`src/rtl/box_move_ctrl.sv`:
```
// Keyboard/button driven box mover: decodes PS/2 WASD scan codes into held-key
// flags and steps a wrapping box center once every FRAMES_PER_STEP frame strobes.
module box_move_ctrl #(
  parameter int PIX_WIDTH       = 640,
  parameter int PIX_HEIGHT      = 480,
  parameter int PIX_STEP        = 3,
  parameter int BOX_HALF        = 90,
  parameter int FRAMES_PER_STEP = 1
) (
  input  logic       in_clock,
  input  logic       in_reset,
  input  logic       in_frame_stb,
  input  logic [7:0] in_kbd_code,
  input  logic       in_kbd_valid,
  input  logic       in_btn_up,
  input  logic       in_btn_down,
  input  logic       in_btn_left,
  input  logic       in_btn_right,
  output logic [9:0] out_x_left,
  output logic [9:0] out_x_right,
  output logic [8:0] out_y_top,
  output logic [8:0] out_y_bottom,
  output logic       out_move,
  output logic [1:0] out_dir
);

  localparam logic [10:0] XW       = 11'(PIX_WIDTH);
  localparam logic [10:0] XS       = 11'(PIX_STEP);
  localparam logic [10:0] XH       = 11'(BOX_HALF);
  localparam logic [9:0]  YW       = 10'(PIX_HEIGHT);
  localparam logic [9:0]  YS       = 10'(PIX_STEP);
  localparam logic [9:0]  YH       = 10'(BOX_HALF);
  localparam logic [9:0]  CX0      = 10'(PIX_WIDTH / 2);
  localparam logic [8:0]  CY0      = 9'(PIX_HEIGHT / 2);
  localparam logic [3:0]  DIV_LAST = 4'(FRAMES_PER_STEP - 1);

  localparam logic [7:0] KEY_W      = 8'h1D;
  localparam logic [7:0] KEY_A      = 8'h1C;
  localparam logic [7:0] KEY_S      = 8'h1B;
  localparam logic [7:0] KEY_D      = 8'h23;
  localparam logic [7:0] CODE_BREAK = 8'hF0;
  localparam logic [7:0] CODE_EXT   = 8'hE0;

  typedef enum logic [1:0] {ST_IDLE, ST_BREAK, ST_EXT, ST_EXT_BREAK} kbd_state_t;
  typedef enum logic [1:0] {DIR_UP = 2'd0, DIR_LEFT = 2'd1, DIR_DOWN = 2'd2, DIR_RIGHT = 2'd3} dir_t;

  kbd_state_t r_state;
  logic       r_key_w, r_key_a, r_key_s, r_key_d;
  logic [3:0] r_div;
  logic [9:0] r_cx;
  logic [8:0] r_cy;
  logic       r_move;
  dir_t       r_dir;

  logic        w_btn_any;
  logic        w_go_up, w_go_left, w_go_down, w_go_right;
  logic        w_dir_valid;
  dir_t        w_dir;
  logic [10:0] w_cx_ext;
  logic [9:0]  w_cy_ext;
  logic [9:0]  w_cx_next;
  logic [8:0]  w_cy_next;

  // Any pressed button takes the whole step away from the keyboard.
  assign w_btn_any  = in_btn_up | in_btn_down | in_btn_left | in_btn_right;
  assign w_go_up    = w_btn_any ? in_btn_up    : r_key_w;
  assign w_go_left  = w_btn_any ? in_btn_left  : r_key_a;
  assign w_go_down  = w_btn_any ? in_btn_down  : r_key_s;
  assign w_go_right = w_btn_any ? in_btn_right : r_key_d;

  assign w_cx_ext = {1'b0, r_cx};
  assign w_cy_ext = {1'b0, r_cy};

  // NOTE: every variable assigned in always_comb gets a default first, so no path can infer a latch.
  always_comb begin
    w_dir_valid = 1'b1;
    w_dir       = DIR_UP;
    if (w_go_up)         w_dir = DIR_UP;
    else if (w_go_left)  w_dir = DIR_LEFT;
    else if (w_go_down)  w_dir = DIR_DOWN;
    else if (w_go_right) w_dir = DIR_RIGHT;
    else                 w_dir_valid = 1'b0;
  end

  always_comb begin
    w_cx_next = r_cx;
    w_cy_next = r_cy;
    case (w_dir)
      DIR_UP:    w_cy_next = (w_cy_ext < YS) ? 9'(w_cy_ext + YW - YS) : 9'(w_cy_ext - YS);
      DIR_DOWN:  w_cy_next = (w_cy_ext + YS >= YW) ? 9'(w_cy_ext + YS - YW) : 9'(w_cy_ext + YS);
      DIR_LEFT:  w_cx_next = (w_cx_ext < XS) ? 10'(w_cx_ext + XW - XS) : 10'(w_cx_ext - XS);
      DIR_RIGHT: w_cx_next = (w_cx_ext + XS >= XW) ? 10'(w_cx_ext + XS - XW) : 10'(w_cx_ext + XS);
      default:   ;
    endcase
  end

  assign out_x_left   = (w_cx_ext >= XH) ? 10'(w_cx_ext - XH) : 10'(w_cx_ext + XW - XH);
  assign out_x_right  = (w_cx_ext + XH >= XW) ? 10'(w_cx_ext + XH - XW) : 10'(w_cx_ext + XH);
  assign out_y_top    = (w_cy_ext >= YH) ? 9'(w_cy_ext - YH) : 9'(w_cy_ext + YW - YH);
  assign out_y_bottom = (w_cy_ext + YH >= YW) ? 9'(w_cy_ext + YH - YW) : 9'(w_cy_ext + YH);
  assign out_move     = r_move;
  assign out_dir      = r_dir;

  // NOTE: sequential state uses non-blocking assignments so every register samples pre-edge values.
  always_ff @(posedge in_clock or negedge in_reset) begin
    if (!in_reset) begin
      r_state <= ST_IDLE;
      r_key_w <= 1'b0;
      r_key_a <= 1'b0;
      r_key_s <= 1'b0;
      r_key_d <= 1'b0;
      r_div   <= '0;
      r_cx    <= CX0;
      r_cy    <= CY0;
      r_move  <= 1'b0;
      r_dir   <= DIR_UP;
    end else begin
      r_move <= 1'b0;

      if (in_kbd_valid) begin
        case (r_state)
          ST_IDLE: begin
            if (in_kbd_code == CODE_BREAK)    r_state <= ST_BREAK;
            else if (in_kbd_code == CODE_EXT) r_state <= ST_EXT;
            else begin
              if (in_kbd_code == KEY_W) r_key_w <= 1'b1;
              if (in_kbd_code == KEY_A) r_key_a <= 1'b1;
              if (in_kbd_code == KEY_S) r_key_s <= 1'b1;
              if (in_kbd_code == KEY_D) r_key_d <= 1'b1;
            end
          end
          ST_BREAK: begin
            if (in_kbd_code == KEY_W) r_key_w <= 1'b0;
            if (in_kbd_code == KEY_A) r_key_a <= 1'b0;
            if (in_kbd_code == KEY_S) r_key_s <= 1'b0;
            if (in_kbd_code == KEY_D) r_key_d <= 1'b0;
            r_state <= ST_IDLE;
          end
          ST_EXT:  r_state <= (in_kbd_code == CODE_BREAK) ? ST_EXT_BREAK : ST_IDLE;
          default: r_state <= ST_IDLE;
        endcase
      end

      // Flags are read as registered, so a byte arriving with the strobe only affects later steps.
      if (in_frame_stb) begin
        if (r_div == DIV_LAST) begin
          r_div <= '0;
          if (w_dir_valid) begin
            r_cx   <= w_cx_next;
            r_cy   <= w_cy_next;
            r_move <= 1'b1;
            r_dir  <= w_dir;
          end
        end else begin
          r_div <= r_div + 4'd1;
        end
      end
    end
  end

endmodule

```
`config.mk`:
```
export PLATFORM = sky130hd
export DESIGN_NAME = box_move_ctrl
export DESIGN_NICKNAME = d
export VERILOG_FILES = /design/src/rtl/box_move_ctrl.sv
export SDC_FILE = /design/constraint.sdc
export NUM_CORES = 1
export LEC_CHECK = 0
export CORE_ASPECT_RATIO = 2
export CORE_MARGIN = 10
export CORE_UTILIZATION = 56
export DETAILED_ROUTE_END_ITERATION = 16
export GPL_TIMING_DRIVEN = 0
export PLACE_DENSITY = 0.9
export SLEW_MARGIN = 15
export SYNTH_ARGS = -nofsm -noshare
export SYNTH_HDL_FRONTEND = slang
export SYNTH_SLANG_ARGS = --single-unit
```
`constraint.sdc`:
```
create_clock -name in_clock -period 3.47 [get_ports in_clock]
set_input_delay 0.694 -clock in_clock [delete_from_list [all_inputs] [get_ports in_clock]]
set_output_delay 0.694 -clock in_clock [all_outputs]
set_load 0.05 [all_outputs]
```
==> metrics.md, run 1 <==
| Metric | Value |
|---|---|
| Synth Flop Type | `dfrtp_1` |
| Clk_skew | `0.00691 ns` |
| RePlAce Congestion | `1.01` |
| Cells after synthesis | `479` |
| Worst slew pin tran | `0.888 ns` |
| H-tree levels | `2` |
| Yosys warns | `0` |
| Count leader, synth | `nor2_1` |
| Worst reg2reg setup slack | `0.66 ns` |
| Hold_buf cts | `0` |
| Wirelength per Cell | `18.9 um` |
| CTS sink count | `32` |
| Mapped Area | `3730 sq um` |
| Syn nets | `525` |
| Final Max Tran Viols | `0` |
| CTS clk-pin slew, worst paths | `0.06 ns` |
| Status | `completed` |
| Worst skew pair latency | `0.29 ns` |
| GRT Overall Usage | `0.221` |
| Syn_area_per_cell | `7.78 sq um` |
| Sequential element share of the synthesized area | `0.217` |
| WL final | `12000 um` |
| ANT nets after route | `0` |
| Critical path class | `flip-flop to primary output` |
| Global-route wire length before repair | `19100 um` |
| Final Hold Viols | `0` |
| GRT overflow | `0` |
| Initial Util | `0.567` |
| Die Y | `135 um` |
| # DRC | `0` |
| RSZ-0062 raised after global routing | `true` |
| Via Count | `4020` |
| DP HPWL | `9210 um` |
| Share of layout cells above drive strength 1 | `0.166` |
| CTS tree | `built` |
| Crit-path max FO | `15` |
| Number of DRC markers in iteration 0 | `188` |
| Worst min path class | `input port to async pin` |
| Peak Freq | `290 MHz` |
| Nature of the critical path endpoint | `primary output` |
| Ys async rst share | `1.00` |
| Area contributors post-synth | `dfrtp_1 (17%), ha_1 (10%), xnor2_1 (8.2%)` |
| Drt via density | `6.33` |
| Largest net degree at the start of global routing | `33` |
| Synth area leader | `dfrtp_1` |
| Vias in the first global route | `4082` |
| Maxcap violations | `0` |
| Initial antenna violation count | `0` |
| Full die area | `10500 sq um` |
| Row Count | `42` |
| Diode count | `0` |
| Area Overhead vs Synth | `25.6%` |
| Fin crit period | `3.45 ns` |
| CTS Root Cell | `clkbuf_16` |
| Final instance area | `4680 sq um` |
| IO Pins | `57` |
| Most frequent cells after synthesis | `nor2_1 (40), a21oi_1 (35), nand2_1 (35), xnor2_1 (35), ha_1 (30)` |
| Synth unique cells | `72` |
| Setup violators final | `0` |
| CTS max path bufs | `2` |
| Post-synth top area share | `0.175` |
| EDFF count, synth | `0` |
| Seq cells post-synth | `32` |
| First drt pass iteration count | `7` |
| Dpl cell area | `4440 sq um` |
| Crit share post-route | `0.994` |
| Setup crit start kind | `flip-flop` |
| Nets | `592` |
| Num CTS Buffers | `5` |
| Required time worst endpoint | `2.78 ns` |
| Core box area | `6570 sq um` |
| Critical path arrival | `2.76 ns` |
| Die W | `77.7 um` |
| Slew margin rel. | `0.402` |
| Buffers added on ports | `56` |
| Setup TNS Final | `0 ns` |
==> stage by stage <==
step	utilization	cells	setup WS [ns]	hold slack, ns
6_report	0.712	635	0.0203	0.470
5_1_grt	0.712	635	-0.136	0.499
4_1_cts	0.709	632	-0.179	0.486
3_5_place_dp	0.676	623	-0.647	0.475
3_3_place_gp	0.677	623	-0.572	0.469
2_1_floorplan	-	479	-0.0255	0.398
==> flip-flops by register name (all words and copies together), names as in the netlist <==
signal,flops
r_key_w,1
r_cy,9
r_state,2
r_key_a,1
out_dir,2
r_cx,10
r_key_s,1
r_div,4
out_move,1
r_key_d,1
==> worst max-delay path, cell delays in order, from the launching register on <==
cell and delay (ns):
dfstp_2 0.59, inv_1 0.25, ha_2 0.50, nor4b_1 0.30
a221oi_1 0.09, a31oi_1 0.30, xnor2_2 0.15, buf_2 0.29
==> area by class of cell <==
type	instances	area [sq um]
multi-input cells	389	2760
inverters	26	109
clock buffers	6	129
flip-flops and latches	32	811
well taps	88	110
repair buffers	62	566
clock inverters	2	35.0
plain buffers	30	159
fillers	551	1890
==> worst paths after layout <==
path / cells past startpoint / end / start
min in group in_clock: 1 / r_div[3] / r_div[3]
min reg2reg: 1 / r_div[3] / r_div[3]
min: 1 / r_key_d / in_reset
max reg2reg: 9 / r_cy[6] / r_cy[2]
max: 7 / out_y_top[8] / r_cy[6]
max in group asynchronous: 1 / r_cy[2] / in_reset
==> per-layer routing <==
metal | part of all wire | vias to the layer above | track usage
met2 | 0.58 | 163 | 0.440
met1 | 0.32 | 1921 | 0.180
li1 | - | 1877 | -
met5 | 0 | - | 0
met3 | 0.039 | 59 | 0.0319
met4 | 0.062 | 0 | 0.182
==> layout by cell type (no fill, tap or decap), types with 7 or more instances in the layout <==
cell	Yosys	routed
o21ai_0	27	26
dfrtp_1	26	24
nand3_1	14	14
nor3_1	15	15
buf_4	4	10
clkdlybuf4s50_1	0	41
mux2i_1	8	7
nand2_1	35	35
buf_2	11	15
and2_1	7	7
clkbuf_1	16	11
nand4_1	8	8
ha_1	30	26
xor2_1	7	7
nor2_1	40	38
a21oi_1	35	32
xnor2_1	35	32
inv_1	24	22
==> cells by family (layout without fill, tap and decap cells) <==
family,count (synthesis),in the layout,synth area share
XOR/XNOR,42,42,0.0987
adder cells (fa/ha/maj),30,30,0.101
multiplexers,12,12,0.0346
flip-flops,32,32,0.217
AO/OA/AOI/OAI,137,137,0.244
buffers and inverters,58,126,0.0682
AND/OR/NAND/NOR,168,168,0.237
==> timing repair <==
| action | CTS | global route |
|---|---|---|
| setup buffers | 2 | 4 |
| resized for setup | 59 | 30 |
| pin swaps | 4 | 4 |
| hold endpoints to repair | 0 | 0 |
| endpoints found under the setup margin | 14 | 13 |
Power of run 1 is not shown: default switching activity piles up to over one toggle a cycle in this logic, so the estimate is an artifact.
==> run 2, diff against run 1 <==
SLEW_MARGIN = default   (was 15)
==> results of run 2 <==
Final layout, timing and power as in run 1 (identical DEF).
Power of run 2 is left out for the same reason.
